File: src/rtl/four_way_rr_arbiter_if.sv
// Channel bundle between four requesters, the round-robin arbiter and its sink.
// Debug fields expose the arbiter's internal state, beat count and last-granted index.
interface four_way_rr_arbiter_if;
    // Valid/ready: a beat moves on a rising clk edge where out_valid and out_ready
    // are both high; out_valid and out_data stay stable while out_ready is low.
    logic [3:0] req;
    logic [3:0] a;
    logic [3:0] b;
    logic [3:0] c;
    logic [3:0] d;
    logic       out_ready;
    logic       out_valid;
    logic [3:0] out_data;
    logic [1:0] sel;
    logic [3:0] gnt;
    logic       busy;
    logic       dbg_state;
    logic [3:0] dbg_count;
    logic [1:0] dbg_last;

    modport master (
        output req, a, b, c, d, out_ready,
        input  out_valid, out_data, sel, gnt, busy, dbg_state, dbg_count, dbg_last
    );

    modport slave (
        input  req, a, b, c, d, out_ready,
        output out_valid, out_data, sel, gnt, busy, dbg_state, dbg_count, dbg_last
    );
endinterface

File: src/rtl/four_way_rr_arbiter.sv
// Four-way round-robin arbiter holding each grant for up to HOLD_MAX beats.
// Optional RR_ARB_LOCK_EN adds a lock input that suppresses the beat-limit release.
module four_way_rr_arbiter #(
    parameter int unsigned HOLD_MAX = 4
) (
    input  logic clk,
    input  logic rst,
`ifdef RR_ARB_LOCK_EN
    input  logic lock,
`endif
    four_way_rr_arbiter_if.slave bus
);
    typedef enum logic {
        IDLE  = 1'b0,
        GRANT = 1'b1
    } state_t;

    localparam logic [3:0] HOLD_LIM = HOLD_MAX[3:0];

    state_t     state_q, state_d;
    logic [1:0] sel_q, sel_d;
    logic [1:0] last_q, last_d;
    logic [3:0] count_q, count_d;
    logic [3:0] gnt_q, gnt_d;
    logic [3:0] count_inc;
    logic [1:0] pick;
    logic [1:0] idx;
    logic       found;
    logic       req_sel;
    logic       xfer;
    logic       hold_hit;

    assign req_sel = bus.req[sel_q];
    assign xfer    = (state_q == GRANT) && req_sel && bus.out_ready;
    // Saturate so a long locked grant cannot wrap back below the limit.
    assign count_inc = (count_q == 4'hF) ? count_q : count_q + 4'd1;

`ifdef RR_ARB_LOCK_EN
    assign hold_hit = !lock && (count_inc >= HOLD_LIM);
`else
    assign hold_hit = (count_inc >= HOLD_LIM);
`endif

    // First requester at or after last+1, wrapping modulo 4.
    always_comb begin
        pick  = last_q + 2'd1;
        idx   = 2'd0;
        found = 1'b0;
        for (int i = 1; i <= 4; i++) begin
            idx = last_q + 2'(i);
            if (!found && bus.req[idx]) begin
                pick  = idx;
                found = 1'b1;
            end
        end
    end

    always_comb begin
        state_d = state_q;
        sel_d   = sel_q;
        last_d  = last_q;
        count_d = count_q;
        gnt_d   = gnt_q;
        case (state_q)
            IDLE: begin
                if (|bus.req) begin
                    state_d = GRANT;
                    sel_d   = pick;
                    gnt_d   = 4'b0001 << pick;
                    count_d = 4'd0;
                end
            end
            GRANT: begin
                if (!req_sel || (xfer && hold_hit)) begin
                    state_d = IDLE;
                    last_d  = sel_q;
                    count_d = 4'd0;
                    gnt_d   = 4'b0000;
                end else if (xfer) begin
                    count_d = count_inc;
                end
            end
            default: state_d = IDLE;
        endcase
    end

    always_ff @(posedge clk or posedge rst) begin
        if (rst) begin
            state_q <= IDLE;
            sel_q   <= 2'b00;
            last_q  <= 2'b11;
            count_q <= 4'd0;
            gnt_q   <= 4'b0000;
        end else begin
            state_q <= state_d;
            sel_q   <= sel_d;
            last_q  <= last_d;
            count_q <= count_d;
            gnt_q   <= gnt_d;
        end
    end

    always_comb begin
        bus.out_data = 4'b0000;
        if (state_q == GRANT) begin
            case (sel_q)
                2'd0:    bus.out_data = bus.a;
                2'd1:    bus.out_data = bus.b;
                2'd2:    bus.out_data = bus.c;
                default: bus.out_data = bus.d;
            endcase
        end
    end

    assign bus.out_valid = (state_q == GRANT) && req_sel;
    assign bus.sel       = sel_q;
    assign bus.gnt       = gnt_q;
    assign bus.busy      = (state_q == GRANT);
    assign bus.dbg_state = state_q;
    assign bus.dbg_count = count_q;
    assign bus.dbg_last  = last_q;
endmodule

File: src/flat_wrapper.sv
// flat-port wrapper written by rule: the top's interface ports become plain ports
module four_way_rr_arbiter_flat 
#(
    parameter int unsigned HOLD_MAX = 4
)
  (clk, rst, bus_req, bus_a, bus_b, bus_c, bus_d, bus_out_ready, bus_out_valid, bus_out_data, bus_sel, bus_gnt, bus_busy, bus_dbg_state, bus_dbg_count, bus_dbg_last);
  four_way_rr_arbiter_if bus_i ();
  input  logic clk;
  input  logic rst;
  input wire logic [$bits(bus_i.req)-1:0] bus_req;
  input wire logic [$bits(bus_i.a)-1:0] bus_a;
  input wire logic [$bits(bus_i.b)-1:0] bus_b;
  input wire logic [$bits(bus_i.c)-1:0] bus_c;
  input wire logic [$bits(bus_i.d)-1:0] bus_d;
  input wire logic [$bits(bus_i.out_ready)-1:0] bus_out_ready;
  output wire logic [$bits(bus_i.out_valid)-1:0] bus_out_valid;
  output wire logic [$bits(bus_i.out_data)-1:0] bus_out_data;
  output wire logic [$bits(bus_i.sel)-1:0] bus_sel;
  output wire logic [$bits(bus_i.gnt)-1:0] bus_gnt;
  output wire logic [$bits(bus_i.busy)-1:0] bus_busy;
  output wire logic [$bits(bus_i.dbg_state)-1:0] bus_dbg_state;
  output wire logic [$bits(bus_i.dbg_count)-1:0] bus_dbg_count;
  output wire logic [$bits(bus_i.dbg_last)-1:0] bus_dbg_last;
  assign bus_i.req = bus_req;
  assign bus_i.a = bus_a;
  assign bus_i.b = bus_b;
  assign bus_i.c = bus_c;
  assign bus_i.d = bus_d;
  assign bus_i.out_ready = bus_out_ready;
  assign bus_out_valid = bus_i.out_valid;
  assign bus_out_data = bus_i.out_data;
  assign bus_sel = bus_i.sel;
  assign bus_gnt = bus_i.gnt;
  assign bus_busy = bus_i.busy;
  assign bus_dbg_state = bus_i.dbg_state;
  assign bus_dbg_count = bus_i.dbg_count;
  assign bus_dbg_last = bus_i.dbg_last;
  four_way_rr_arbiter #(.HOLD_MAX(HOLD_MAX)) u_core (.clk(clk), .rst(rst), .bus(bus_i));
endmodule
File: config.mk
export PLATFORM = sky130hd
export DESIGN_NAME = four_way_rr_arbiter_flat
export DESIGN_NICKNAME = d
export VERILOG_FILES = /design/src/rtl/four_way_rr_arbiter_if.sv /design/src/rtl/four_way_rr_arbiter.sv /design/src/flat_wrapper.sv
export SDC_FILE = /design/constraint.sdc
export NUM_CORES = 1
export LEC_CHECK = 0
export ABC_AREA = 1
export CAP_MARGIN = 20
export CORE_MARGIN = 10
export CORE_UTILIZATION = 40
export CTS_BUF_LIST = sky130_fd_sc_hd__clkbuf_4 sky130_fd_sc_hd__clkbuf_8 sky130_fd_sc_hd__clkbuf_16
export DETAILED_ROUTE_END_ITERATION = 10
export PLACE_DENSITY = 0.76
export RECOVER_POWER = 50
export SYNTH_ARGS = -nofsm -noshare
export SYNTH_HDL_FRONTEND = slang
export SYNTH_SLANG_ARGS = --single-unit
File: constraint.sdc
create_clock -name clk -period 1.41 [get_ports clk]
set_input_delay 0.282 -clock clk [delete_from_list [all_inputs] [get_ports clk]]
set_output_delay 0.282 -clock clk [all_outputs]
set_load 0.005 [all_outputs]
==> results by group <==
Run status
  • Status: finished, violations left
  • Failing checks: negative setup slack

Run
  • # Max-Cap Violations: 0

Detailed routing
  • Routed vias: 1517
  • Residual DRC count: 0
  • Antenna-violating nets left: 0
  • Starting DRT DRC Count: 112
  • Vias per cell: 5.213
  • Pre-antenna DRT Iters: 4
  • Post-Route WL: 4474 um
  • WL/cell: 15.37 um

Logic synthesis
  • EDFF count, synth: 0
  • Top post-synthesis cells by count: nand2_1, nand3_1, inv_1
  • Top cell type by total area after synthesis: dfrtp_1
  • Mapped cell area: 1132 um^2
  • Top-area cell type share of the netlist area: 0.2431
  • Syn Area/Cell: 6.256 um^2
  • Seq cells post-synth: 13
  • Register area share after synthesis: 0.2895
  • Async SR Flop Fraction: 1.000
  • Post-Synthesis Cells: 181
  • Netlist cell types: 25
  • YS warnings: 0
  • Ys flop type: dfrtp_1
  • Post-synth net total: 205
  • Largest cells by area after synthesis: dfrtp_1, nand2_1, nand3_1
  • Most frequent cell after synthesis: nand2_1

CTS
  • Sink Count: 13
  • TritonCTS buffer count: 3
  • Hold Buf Count CTS: 0
  • CTS max path bufs: 2
  • Clk root buf: clkbuf_4
  • Worst skew pair latency: 0.29 ns
  • Worst-path clk slew: 0.08 ns
  • CTS tree: yes
  • CTS HTree Levels: 1

Placed design
  • Placed cell count: 273
  • Port Buffers: 41
  • Routability cong.: 0.7909
  • Hpwl dp: 2834 um

Global route
  • Pin count of the biggest net entering global routing: 14
  • First-pass GRT wire length: 6486 um
  • Grt total ovfl: 0
  • Gr usage total: 0.1462
  • Vias in the first global route: 1455
  • Initial antenna violation count: 0

Final layout
  • Fin nets: 285
  • Non-filler cells, final: 291
  • Finished Core Util: 0.7840
  • Layout cells sized above 1: 0.4846
  • Ant diodes: 0
  • P&R area growth vs syn: 89.28%

Floorplan
  • Die Height: 73.21 um
  • # rows: 19
  • I/O pins: 42
  • Die width: 73.21 um
  • Initial Util: 0.4142
  • CORE AREA: 2734 um^2
  • Die footprint: 5359 um^2

STA
  • Setup TNS Final: -3.979 ns
  • Final min period: 1.720 ns
  • Final setup vio count: 19
  • Period utilization: 1.220
  • Hold_ws: 0.4910 ns
  • Slew margin rel.: 0.5216
  • RSZ-0062 raised after global routing: yes
  • Final Hold Fails: 0
  • Max-slew violation count: 0
  • Worst slew pin tran: 0.7177 ns
  • Clock skew: 0.002295 ns
  • Highest Clock Rate: 581.2 MHz
  • Final worst slack: -0.3104 ns

Worst setup path
  • CP peak stage delay: 0.59 ns
  • Top delay family on crit path: simple AND/OR/NAND/NOR gates
  • Crit path buffers/inverters: 3
  • Worst setup SP type: register
  • Req. time, crit path: 1.60 ns
  • Worst setup path class: reg2reg
  • Worst setup EP type: register
  • Worst-path fanout max: 9
  • Slowest cell on crit path: dfstp_2
  • Crit path DAT: 1.91 ns
  • Worst path cell trace: buf_6 > inv_8 > nand2_4 > nand3_2 > nand2_2 > nor2_1 > nand2_1 > nand3_2 > nand3_2 > inv_2 > nand2_2 > nand2_2

Pwr
  • PD cells: 2277 nW/um^2
  • VDD IR max: 1991 uV
  • Leakage: 1.109 nW

Worst hold path
  • Worst min-delay path class: reg2reg
per-stage QoR:
| stage | worst slack, ns | total power, mW | instance area, um^2 |
|---|---|---|---|
| final | -0.3104 | 4.880 | 2143 |
| after global routing | -0.3944 | 5.243 | 2143 |
| after CTS | -0.2170 | 4.361 | 1993 |
| after detailed placement | -0.5376 | 3.614 | 1769 |
| after global placement | -0.5417 | 3.568 | 1769 |
| after floorplan | -0.1081 | 2.360 | 1161 |
flip-flops by register name, summed over array words and instances (netlist names):
signal and flops:
u_core.bus.dbg_count 4, u_core.bus.sel 2, u_core.bus.gnt 4, u_core.bus.dbg_last 2, u_core.bus.busy 1
area by class of cell:
cell class	count	area [um^2]
Sequential cell	13	327.8
Fill cell	193	590.6
Clock buffer	4	30.03
Timing Repair Buffer	80	715.7
Tap cell	31	38.79
Multi-Input combinational cell	143	943.4
Inverter	20	87.58
where the power goes:
group	leakage [nW]	switching (mW)	internal, mW
clock network	0.0184	0.126	0.129
logic	0.927	2.16	1.83
registers	0.164	0.108	0.531
total	1.11	2.39	2.49
path summary, 6_finish.rpt:
check | start | end | slack [ns] | cells past startpoint
min in group asynchronous | rst | u_core.bus.gnt[2] | 0.62 | 3
worst min register to register | u_core.bus.gnt[0] | u_core.bus.gnt[0] | 0.49 | 2
worst min-delay path | u_core.bus.gnt[0] | u_core.bus.gnt[0] | 0.49 | 2
worst max-delay path | u_core.bus.dbg_last[0] | u_core.bus.gnt[2] | -0.31 | 12
max in group asynchronous | rst | u_core.bus.gnt[1] | 0.34 | 3
worst max register to register | u_core.bus.dbg_last[0] | u_core.bus.gnt[2] | -0.31 | 12
placed cells by master (no fill, tap or decap), types with 2 or more instances in the layout:
cell              n
nand2_1          35
nand2_2          28
buf_4            26
clkdlybuf4s50_1  21
nand3_1          19
inv_1            15
nand2_4          14
buf_6            12
dlygate4sd2_1    12
dfrtp_1          11
nand3_2           9
o21ai_1           8
nor2_2            5
buf_2             5
nor2_1            4
o211ai_1          4
clkbuf_4          4
nor2_4            3
o21ai_2           3
inv_4             2
inv_2             2
a21oi_2           2
o21ai_4           2
o21bai_2          2
dfstp_2           2
per-layer routing:
layer | share of wire | track usage | vias up
met4 | 0.018 | 0.03165 | 0
met1 | 0.37 | 0.1588 | 723
met2 | 0.56 | 0.2818 | 45
met5 | 0 | 0 | -
li1 | - | - | 739
met3 | 0.053 | 0.02449 | 10
cell families after synthesis:
| family | count (synthesis) | synth area share |
|---|---|---|
| AO/OA/AOI/OAI | 23 | 0.1293 |
| adder cells (fa/ha/maj) | 1 | 0.01105 |
| buffers and inverters | 25 | 0.1028 |
| flip-flops | 13 | 0.2895 |
| AND/OR/NAND/NOR | 119 | 0.4674 |
timing repair:
action / 4_1_cts / 5_1_grt
gates cloned: 1 / 0
buffers inserted: 10 / 3
resized for setup: 93 / 38
pin swaps: 28 / 19
setup endpoints to repair: 31 / 21
worst min-delay path: stages (launching register included):
cell,delay [ns]
dfrtp_1,0.35
nand2_1,0.07
o21ai_2,0.05
Note: power is estimated with default switching activity, not from simulation.
